File: src/rtl/serial_addsub.sv
// Chunk-serial adder/subtractor: processes CHUNK bits per cycle, LSB chunk first.
// Define SERIAL_ADDSUB_OVF_EN to enable the signed overflow flag (ovf is tied to 0 otherwise).
module serial_addsub #(
    parameter int WIDTH = 32,
    parameter int CHUNK = 8
) (
    input  logic             clk,
    input  logic             rst_n,
    input  logic             in_valid,
    output logic             in_ready,
    input  logic [WIDTH-1:0] a,
    input  logic [WIDTH-1:0] b,
    input  logic             cin,
    input  logic             sub,
    output logic             out_valid,
    input  logic             out_ready,
    output logic [WIDTH-1:0] d,
    output logic             co,
    output logic             ovf,
    output logic [1:0]       state_dbg
);

    // Handshake: a transfer happens on a rising edge where valid && ready; operands are
    // accepted only in IDLE and results are held in DONE until out_ready is seen.

    localparam int NCH   = WIDTH / CHUNK;
    localparam int CNT_W = (NCH > 1) ? $clog2(NCH) : 1;

    typedef enum logic [1:0] {
        IDLE = 2'd0,
        BUSY = 2'd1,
        DONE = 2'd2
    } state_t;

    state_t             state, state_nxt;
    logic [WIDTH-1:0]   a_q, b_q, d_q;
    logic               sub_q, carry_q, co_q;
    logic [CNT_W-1:0]   cnt;
    logic [CHUNK-1:0]   a_ch, b_ch;
    logic [CHUNK:0]     sum;
    logic               last_chunk;
    logic               accept;

    always_ff @(posedge clk or negedge rst_n) begin
        if (!rst_n) state <= IDLE;
        else        state <= state_nxt;
    end

    always_comb begin
        state_nxt = state;
        in_ready  = 1'b0;
        out_valid = 1'b0;
        case (state)
            IDLE: begin
                in_ready = 1'b1;
                if (in_valid) state_nxt = BUSY;
            end
            BUSY: begin
                if (last_chunk) state_nxt = DONE;
            end
            DONE: begin
                out_valid = 1'b1;
                if (out_ready) state_nxt = IDLE;
            end
            default: state_nxt = IDLE;
        endcase
    end

    assign accept = in_valid && in_ready;

    // Operand chunk for the current counter value.
    always_comb begin
        a_ch = '0;
        b_ch = '0;
        for (int i = 0; i < NCH; i++) begin
            if (cnt == CNT_W'(i)) begin
                a_ch = a_q[i*CHUNK +: CHUNK];
                b_ch = b_q[i*CHUNK +: CHUNK];
            end
        end
    end

    assign sum        = {1'b0, a_ch} + {1'b0, b_ch} + {{CHUNK{1'b0}}, carry_q};
    assign last_chunk = (cnt == CNT_W'(NCH - 1));

    // Subtraction runs as a + ~b + ~cin, so the final carry is the inverted borrow.
    always_ff @(posedge clk or negedge rst_n) begin
        if (!rst_n) begin
            a_q     <= '0;
            b_q     <= '0;
            d_q     <= '0;
            sub_q   <= 1'b0;
            carry_q <= 1'b0;
            co_q    <= 1'b0;
            cnt     <= '0;
        end else if (accept) begin
            a_q     <= a;
            b_q     <= sub ? ~b : b;
            sub_q   <= sub;
            carry_q <= sub ? ~cin : cin;
            cnt     <= '0;
        end else if (state == BUSY) begin
            for (int i = 0; i < NCH; i++) begin
                if (cnt == CNT_W'(i)) d_q[i*CHUNK +: CHUNK] <= sum[CHUNK-1:0];
            end
            carry_q <= sum[CHUNK];
            cnt     <= cnt + 1'b1;
            if (last_chunk) co_q <= sum[CHUNK] ^ sub_q;
        end
    end

`ifdef SERIAL_ADDSUB_OVF_EN
    logic ovf_q;
    logic ovf_bit;

    // Carry into the MSB is recovered as a ^ b ^ sum at that bit position.
    assign ovf_bit = a_ch[CHUNK-1] ^ b_ch[CHUNK-1] ^ sum[CHUNK-1] ^ sum[CHUNK];

    always_ff @(posedge clk or negedge rst_n) begin
        if (!rst_n)                             ovf_q <= 1'b0;
        else if ((state == BUSY) && last_chunk) ovf_q <= ovf_bit;
    end

    assign ovf = ovf_q;
`else
    assign ovf = 1'b0;
`endif

    assign d         = d_q;
    assign co        = co_q;
    assign state_dbg = state;

endmodule

File: config.mk
export PLATFORM = sky130hd
export DESIGN_NAME = serial_addsub
export DESIGN_NICKNAME = d
export VERILOG_FILES = /design/src/rtl/serial_addsub.sv
export SDC_FILE = /design/constraint.sdc
export NUM_CORES = 1
export LEC_CHECK = 0
export CAP_MARGIN = 20
export CORE_ASPECT_RATIO = 0.5
export CORE_MARGIN = 2
export CORE_UTILIZATION = 51
export CTS_CLUSTER_SIZE = 40
export DETAILED_ROUTE_END_ITERATION = 7
export PLACE_DENSITY = 0.8
export RECOVER_POWER = 25
export SLEW_MARGIN = 15
export SYNTH_ARGS = -nofsm -noshare
export SYNTH_HDL_FRONTEND = slang
export SYNTH_SLANG_ARGS = --single-unit
File: constraint.sdc
create_clock -name clk -period 3.73 [get_ports clk]
set_input_delay 0.746 -clock clk [delete_from_list [all_inputs] [get_ports clk]]
set_output_delay 0.746 -clock clk [all_outputs]
set_load 0.02 [all_outputs]
# == Yosys cells after proc, flatten, opt, wreduce, memory -nomap -nowiden ==
# Index checks and enable logic that the tools add are counted.
# op_classes
n_eq_ne,8
muxes,20
n_bitwise,4
add_sub_neg,3
reduce_logical,9
# ops
op,n
8-bit 2-to-1 mux,8
32-bit 2-to-1 mux,1
32-bit NOT,1
3-bit AND reduction,5
2-bit 2-to-1 mux,5
8-bit by 8-bit adder with 9-bit output,1
9-bit by 1-bit adder with 9-bit output,1
2-bit equality test (second input constant),3
2-bit != test (second input constant),3
2-bit one-hot mux with 3 select lines,1
1-bit 2-to-1 mux,5
2-bit by 1-bit equality test with 1-bit output (second input constant),2
2-bit zero test,2
2-bit by 1-bit adder with 2-bit output (second input constant),1
1-bit NOT,2
2-bit nonzero test,1
1-bit logical AND,1
1-bit bitwise XOR,1
# totals
word_cells,55
in_bits,70
ff_bits,103
out_inout_bits,38

# == Longest topological paths before layout ==
# Gate-level depths: netlist of the first run.
# depth
ltp_word,9
depth_mapped,16
depth_no_buf,15

# == Worst setup path before layout of the first run ==
# Ideal clock, no wire load.
# synth_path
kind,reg2reg
start,register cnt[0]
end,"register co_q, in the netlist co"
arrival_ps,2754
n_path_buf,2
stages_incl_launch_ff,16
required_time_ps,3603
setup_ps,127
synth_period_minus_slack_ps,2881
slack_ps,849
cell_sequence,dfrtp_1 > inv_1 > ha_1 > clkbuf_1 > clkbuf_1 > a21oi_1 > nor2_1 > a21oi_1 > fa_1 > inv_1 > fa_1 > a211oi_1 > o21ai_2 > o31ai_4 > xor2_1 > o21ai_1
# synth_between
elab_chain_cells,8
word_cells_on_any_way,16
cone_classes,add/sub: 2; eq/ne: 3; mux: 8; bitwise: 1; reduce/logical: 2
# synth_lines
element,line,text
from (decl),38,logic [CNT_W-1:0] cnt;
from (signal assigned),107,cnt <= cnt + 1'b1;
2-bit zero test,76,if (cnt == CNT_W'(i)) begin
8-bit 2-to-1 mux (4 in a row),76,
8-bit by 8-bit adder with 9-bit output,83,"assign sum = {1'b0, a_ch} + {1'b0, b_ch} + {{CHUNK{1'b0}}, carry_q};"
9-bit by 1-bit adder with 9-bit output,83,
1-bit bitwise XOR,108,if (last_chunk) co_q <= sum[CHUNK] ^ sub_q;
to (signal assigned),108,
to (decl),37,"logic sub_q, carry_q, co_q;"
# Several ways; a longest one is shown, not always the timed one.
# A chain may end at the register's enable or synchronous reset.

# == Worst setup path after layout of the first run ==
# Same ends and word-level chain as after synthesis.

==> run_results.csv, run 1 <==
group,metric,value,unit
setup_path,crit_type,"reg -> reg",
yosys,synthesis.nets,639,
setup_path,crit_required,3.93,ns
floorplanning,die_y,74.2,µm
floorplanning,coreArea,9510,µm²
timing,setup_viol,0,
clock_network,htreeDepth,3,
detailed_routing,routedWlPerCell,14.8,µm
yosys,synth_edf_count,0,
clock_network,clock_path_buffers,2,
global_routing,grt_overflow,0,
clock_network,cts-root-buf,"clkbuf_16",
power_and_ir_drop,cellPowerDensity,911,nW/µm²
final_layout,antenna-diode-count,0,
worst_hold_path,min_delay_path_depth,2,
status,violations,"max-capacitance violations, max-slew violations",
placed_design,dp.final_hpwl,8660,µm
placed_design,place_ws,0.479,ns
final_layout,fill_cells,802,
final_layout,final_cell_area,6430,µm²
timing,worst_slew_pin_slew,2.23,ns
setup_path,worstRegToRegCells,15,
yosys,synthDominantCellAreaShare,51.3,%
global_routing,grt_usage,23.4,%
yosys,ys_top_cells_by_area,"dfrtp_1, nand2_1, o21ai_0, xnor2_1, a21oi_1",
timing,finalSetupTns,0,ns
timing,relSlewSlack,-48.6,%
yosys,synth_ff_type,"dfrtp_1",
setup_path,critPathSlowestCell,"fa_1",
setup_path,reg2reg_to,"co$_DFFE_PN0P_",
worst_hold_path,hold_path_end,"d[0]$_DFFE_PN0P_",
yosys,synthArstFlopShare,100,%
setup_path,cp_max_fo,17,
timing,timing.final.ws_setup,0.450,ns
setup_path,crit_path_start_kind,"register",
floorplanning,die_w,144,µm
final_layout,final_common_cell,"nand2_1",
timing,hold_ws,0.479,ns
placed_design,numPortBuffers,106,
timing,finalHoldViolCount,0,
yosys,ys.warnings.count,0,
power_and_ir_drop,leakagePower,2.85,nW
timing,skew,0.00600,ns
worst_hold_path,hp-class,"reg -> reg",
detailed_routing,num_vias,4012,
setup_path,cp-end-kind,"register",
placed_design,gp_congestion,0.934,
clock_network,clkSinkCount,103,
clock_network,worstSkewPairLatency,0.34,ns
yosys,synth_area,5020,µm²
final_layout,layout_common_cells,"nand2_1, clkdlybuf4s50_1, dfrtp_1",
detailed_routing,dr.pass1.iters,5,
setup_path,crit_path_frequent_cell,"a21oi_1",
clock_network,postCtsSetupBuffers,0,
detailed_routing,drt_iter0_drc,307,
timing,max_freq,305,MHz
placed_design,dpl_cell_area,6160,µm²
detailed_routing,antenna_left,0,
yosys,syn_avg_cell_area,9.04,µm²
final_layout,area_growth,28.0,%
yosys,synth_area_leader_cell,"dfrtp_1",
global_routing,grt_max_degree,93,
clock_network,ctsHoldBuffers,0,
setup_path,worstPathCellList,"inv_1 > ha_1 > nand3b_1 > a21oi_1 > a21oi_1 > nor2_1 > a21oi_1 > fa_1 > inv_1 > fa_1 > a211oi_1 > o21ai_2 > o31ai_4 > xor2_1 > o21ai_1",
timing,finalCriticalPeriod,3.28,ns
final_layout,instances_no_fill,784,
timing,report.final.slew_viol_count,93,
yosys,ys_seq_area_share,51.3,%
floorplanning,initial_utilization,52.8,%
global_routing,grt_pass1_vias,3815,
clock_network,cts-resized-gates,0,
final_layout,drive_gt1_share,6.47,%
setup_path,critical_path.max_stage_delay,0.43,ns
yosys,yosys.cell_types.count,35,
detailed_routing,viasPerCell,5.12,
timing,fin_crit_sh,87.9,%
yosys,synth.ff_latch_count,103,
timing,grt_setup_unrepaired,"no",
global_routing,grt_pass1_wl,19100,µm
clock_network,clkTransAtPathRegs,0.07,ns
floorplanning,rows,25,
clock_network,cts_tree,"done",
clock_network,cts_buffers,9,
yosys,syn-instance-count,556,
final_layout,nets,727,
setup_path,cp.arrival,3.48,ns
global_routing,antenna_found_initial,0,
floorplanning,pin_count,108,
job,drv_cap,1,
worst_hold_path,hold_start,"d[0]$_DFFE_PN0P_",
placed_design,place_inst,768,
setup_path,r2r-start,"cnt[0]$_DFFE_PN0P_",
floorplanning,die_area,10700,µm²
detailed_routing,drcViolationCount,0,
detailed_routing,wl,11600,µm
setup_path,ff2ff_setup_slack,0.45,ns
status,status,"finished, violations left",
power_and_ir_drop,ir_worst_vdd,0.000429,V
-- worst max-delay path by stage --
stage	startpoint	endpoint	slack (ns)	cells after the start
floorplan	cnt[0]$_DFFE_PN0P_	co$_DFFE_PN0P_	0.85	15
global placement	cnt[0]$_DFFE_PN0P_	co$_DFFE_PN0P_	0.60	15
detailed placement	cnt[0]$_DFFE_PN0P_	d[14]$_DFFE_PN0P_	0.48	14
CTS	cnt[0]$_DFFE_PN0P_	d[14]$_DFFE_PN0P_	0.46	14
global route	cnt[0]$_DFFE_PN0P_	d[14]$_DFFE_PN0P_	0.14	14
finish	cnt[0]$_DFFE_PN0P_	co$_DFFE_PN0P_	0.45	15
-- area by class of cell --
| class | count | area [µm²] | area share [%] |
|---|---|---|---|
| inverters | 6 | 22.5 | 0.350 |
| flip-flops and latches | 103 | 2580 | 40.1 |
| well taps | 135 | 169 | 2.63 |
| clock inverters | 2 | 15.0 | 0.233 |
| multi-input cells | 410 | 2260 | 35.1 |
| clock buffers | 14 | 264 | 4.10 |
| repair buffers | 114 | 1120 | 17.5 |
-- synth_stat cells (2+ instances only) --
master    instances
dfrtp_1         103
mux2_2            8
o21ai_2           2
xnor2_1          35
o21ai_1           5
buf_2            18
nand3_1           2
o31ai_1           5
a21oi_1          38
xor2_1            2
clkbuf_1         18
o21ai_0          67
nand2b_1          3
nor2_1            5
fa_1              2
ha_1             11
nand2_1         194
nand3b_1         16
inv_1             6
-- power breakdown --
| part | internal (mW) | switching, mW | leakage, nW |
|---|---|---|---|
| Combinational | 1.24 | 1.78 | 1.43 |
| Clock | 0.490 | 0.387 | 0.129 |
| Sequential | 1.64 | 0.319 | 1.29 |
| Total | 3.37 | 2.49 | 2.85 |
-- stage by stage --
| stage | total power, mW | utilization (%) |
|---|---|---|
| after floorplan | 3.92 | - |
| after global placement | 4.91 | 64.7 |
| after detailed placement | 4.99 | 64.7 |
| after CTS | 5.88 | 67.7 |
| after global routing | 6.32 | 67.6 |
| final | 5.86 | 67.6 |
-- registers in the layout (all words and copies together) (netlist names) --
| name | count |
|---|---|
| co | 1 |
| state_dbg | 2 |
| d | 32 |
| a_q | 32 |
| b_q | 32 |
| cnt | 2 |
| carry_q | 1 |
| sub_q | 1 |
-- cells by family after synthesis --
kind of cell,after synthesis,share of synthesized area (%)
and+or+nand+nor,224,18.6
AOI/OAI and AO/OA,126,14.2
DFF,103,51.3
buffers and inverters,43,3.74
xor gates and xnor gates,38,6.77
adders and majority gates,13,3.54
muxes,8,1.79
other,1,0.0746
-- critical path: cells and delay by family (launching register included) --
kind | cells | cell delay [ns]
buf+inv | 2 | 0.15
fa+ha+maj | 3 | 1.07
xor+xnor | 1 | 0.17
flops | 1 | 0.42
compound gates | 7 | 1.10
simple gates | 2 | 0.24
-- layer usage --
layer	GRT usage (%)	vias up	routed length (µm)
met5	0	-	0
met4	5.83	0	121
met3	4.89	12	743
met2	35.8	128	5120
met1	34.7	1885	5640
li1	-	1987	-
Power figures use the tool's default switching activity.
==> run 2: changes to the inputs <==
PLACE_DENSITY = 0.86   (was 0.8)
SETUP_SLACK_MARGIN = 0.5   (was not set)
==> run 2 against run 1 <==
The flow still finishes with violations (max-capacitance violations, max-slew violations). Worst hold slack got worse by 0.0012 ns. Count of clock-buffer cells in the layout down 2. Sequential power is essentially flat. Non-clock buffer count rose by 2. Via count grew 0.60%. Global-route usage is 0.21 points higher. Critical endpoint is now d[29]$_DFFE_PN0P_.
==> run_results.csv, run 2 (synthesis gave the netlist of run 1 again) <==
group,metric,value,unit
setup_path,worstRegToRegCells,12,
clock_network,htreeDepth,3,
clock_network,cts-root-buf,"clkbuf_16",
final_layout,area_growth,29.4,%
final_layout,register_area,2580,µm²
global_routing,grt_pass1_wl,19100,µm
final_layout,multi_input_area,2300,µm²
floorplanning,rows,25,
timing,finalHoldViolCount,0,
job,drv_cap,1,
floorplanning,initial_utilization,52.8,%
final_layout,final_common_cell,"nand2_1",
timing,finalSetupTns,0,ns
detailed_routing,dr.pass1.iters,5,
power_and_ir_drop,leakagePower,2.87,nW
power_and_ir_drop,switching_share,42.0,%
power_and_ir_drop,power.switching,2.54,mW
final_layout,layout_common_cells,"nand2_1, clkdlybuf4s50_1, dfrtp_1",
timing,setup_viol,0,
timing,fin_crit_sh,81.7,%
setup_path,crit_path_start_kind,"register",
timing,finalCriticalPeriod,3.05,ns
status,status,"finished, violations left",
worst_hold_path,hp-class,"reg -> reg",
clock_network,ctsHoldBuffers,0,
setup_path,crit_type,"reg -> reg",
floorplanning,die_y,74.2,µm
timing,grt_setup_unrepaired,"yes",
power_and_ir_drop,seqPwrFrac,32.5,%
power_and_ir_drop,ir_worst_vdd,0.000414,V
floorplanning,pin_count,108,
clock_network,clkTransAtPathRegs,0.06,ns
detailed_routing,drcViolationCount,0,
final_layout,antenna-diode-count,0,
global_routing,grt_usage,23.6,%
setup_path,cp.arrival,3.25,ns
clock_network,cts_tree,"done",
final_layout,nets,729,
clock_network,worstSkewPairLatency,0.35,ns
placed_design,numPortBuffers,106,
worst_hold_path,min_delay_path_depth,2,
setup_path,cp-end-kind,"register",
power_and_ir_drop,combPwrFrac,51.4,%
detailed_routing,antenna_left,0,
global_routing,grt_max_degree,88,
timing,max_freq,328,MHz
setup_path,cp_max_fo,10,
floorplanning,die_area,10700,µm²
timing,report.final.slew_viol_count,88,
global_routing,grt_pass1_vias,3848,
detailed_routing,num_vias,4036,
final_layout,fill_cells,751,
global_routing,antenna_found_initial,0,
setup_path,crit_required,3.94,ns
detailed_routing,wl,11900,µm
timing,worst_slew_pin_slew,2.09,ns
final_layout,drive_gt1_share,7.99,%
floorplanning,coreArea,9510,µm²
clock_network,clkSinkCount,103,
setup_path,ff2ff_setup_slack,0.68,ns
floorplanning,die_w,144,µm
global_routing,grt_overflow,0,
power_and_ir_drop,p_int,3.51,mW
placed_design,gp_congestion,0.911,
detailed_routing,viasPerCell,5.13,
clock_network,clock_path_buffers,2,
timing,skew,0.00605,ns
power_and_ir_drop,cellPowerDensity,930,nW/µm²
placed_design,dp.final_hpwl,8530,µm
detailed_routing,routedWlPerCell,15.1,µm
final_layout,finalCoreUtilization,68.4,%
detailed_routing,drt_iter0_drc,304,
clock_network,cts_buffers,9,
status,violations,"max-capacitance violations, max-slew violations",
power_and_ir_drop,p_clk_share,16.2,%
timing,relSlewSlack,-39.2,%
## run 2: cell count changes in the layout (fill, tap and decap cells not counted), sizes merged
cell,delta
clkinv,+2
clkinvlp,-2
clkbuf,-1
buf,+1
bufinv,+2
## run 2: area by class of cell
cell class	count	area share [%]
Clock buffer	12	3.64
Clock inverter	4	1.08
Inverter	6	0.346
Multi-Input combinational cell	410	35.4
Sequential cell	103	39.7
Tap cell	135	2.60
Timing Repair Buffer	116	17.3
## run 2: timing repair
| action | in CTS | in global routing |
|---|---|---|
| pin swaps | 0 | 1 |
| endpoints found under the setup margin | 22 | 22 |
| endpoints found under the hold margin | 0 | 0 |
| gates resized for setup | 3 | 7 |
| buffers inserted | 0 | 1 |
## run 2: metrics by stage
step	std cells	setup WS (ns)	hold WS (ns)	cell area, µm²	power [mW]
after floorplan	556	0.849	0.446	5020	3.92
after global placement	769	0.527	0.460	6150	4.85
after detailed placement	769	0.420	0.463	6150	4.97
after CTS	785	0.588	0.479	6470	5.98
after global routing	786	0.476	0.502	6500	6.48
final	786	0.683	0.478	6500	6.05
## run 2: critical path: stages, from the launching register on
cell and delay (ns):
dfrtp_1 0.41, inv_1 0.15, ha_2 0.33, nand3b_1 0.11, a21oi_1 0.24, a21oi_1 0.07
o21ai_0 0.32, ha_1 0.30, nor2b_1 0.15, o31a_4 0.30, o21ai_2 0.16, nor3b_4 0.27
o31ai_1 0.10
## run 2: path summary, 6_finish.rpt
kind,start,endpoint
min,d[8]$_DFFE_PN0P_,d[8]$_DFFE_PN0P_
max reg2reg,cnt[1]$_DFFE_PN0P_,d[29]$_DFFE_PN0P_
max,cnt[1]$_DFFE_PN0P_,d[29]$_DFFE_PN0P_
min in group asynchronous,rst_n,a_q[2]$_DFFE_PN0P_
max in group asynchronous,rst_n,cnt[0]$_DFFE_PN0P_
min reg2reg,d[8]$_DFFE_PN0P_,d[8]$_DFFE_PN0P_
## run 2: power groups by stage
stage	clock network [mW]	registers (mW)	logic [mW]
2_1_floorplan	0	2.07	1.85
3_3_place_gp	0	1.96	2.89
3_5_place_dp	0	1.97	2.99
4_1_cts	0.990	1.96	3.03
5_1_grt	1.04	2.02	3.42
6_report	0.977	1.96	3.11
## run 2: per-layer routing
layer	track usage (%)	routed length (µm)	vias to the layer above	part of all wire (%)
met3	5.67	770	14	6.5
met1	33.8	5560	1909	47
met5	0	0	-	0
met2	36.8	5390	118	45
li1	-	-	1995	-
met4	6.15	134	0	1.1
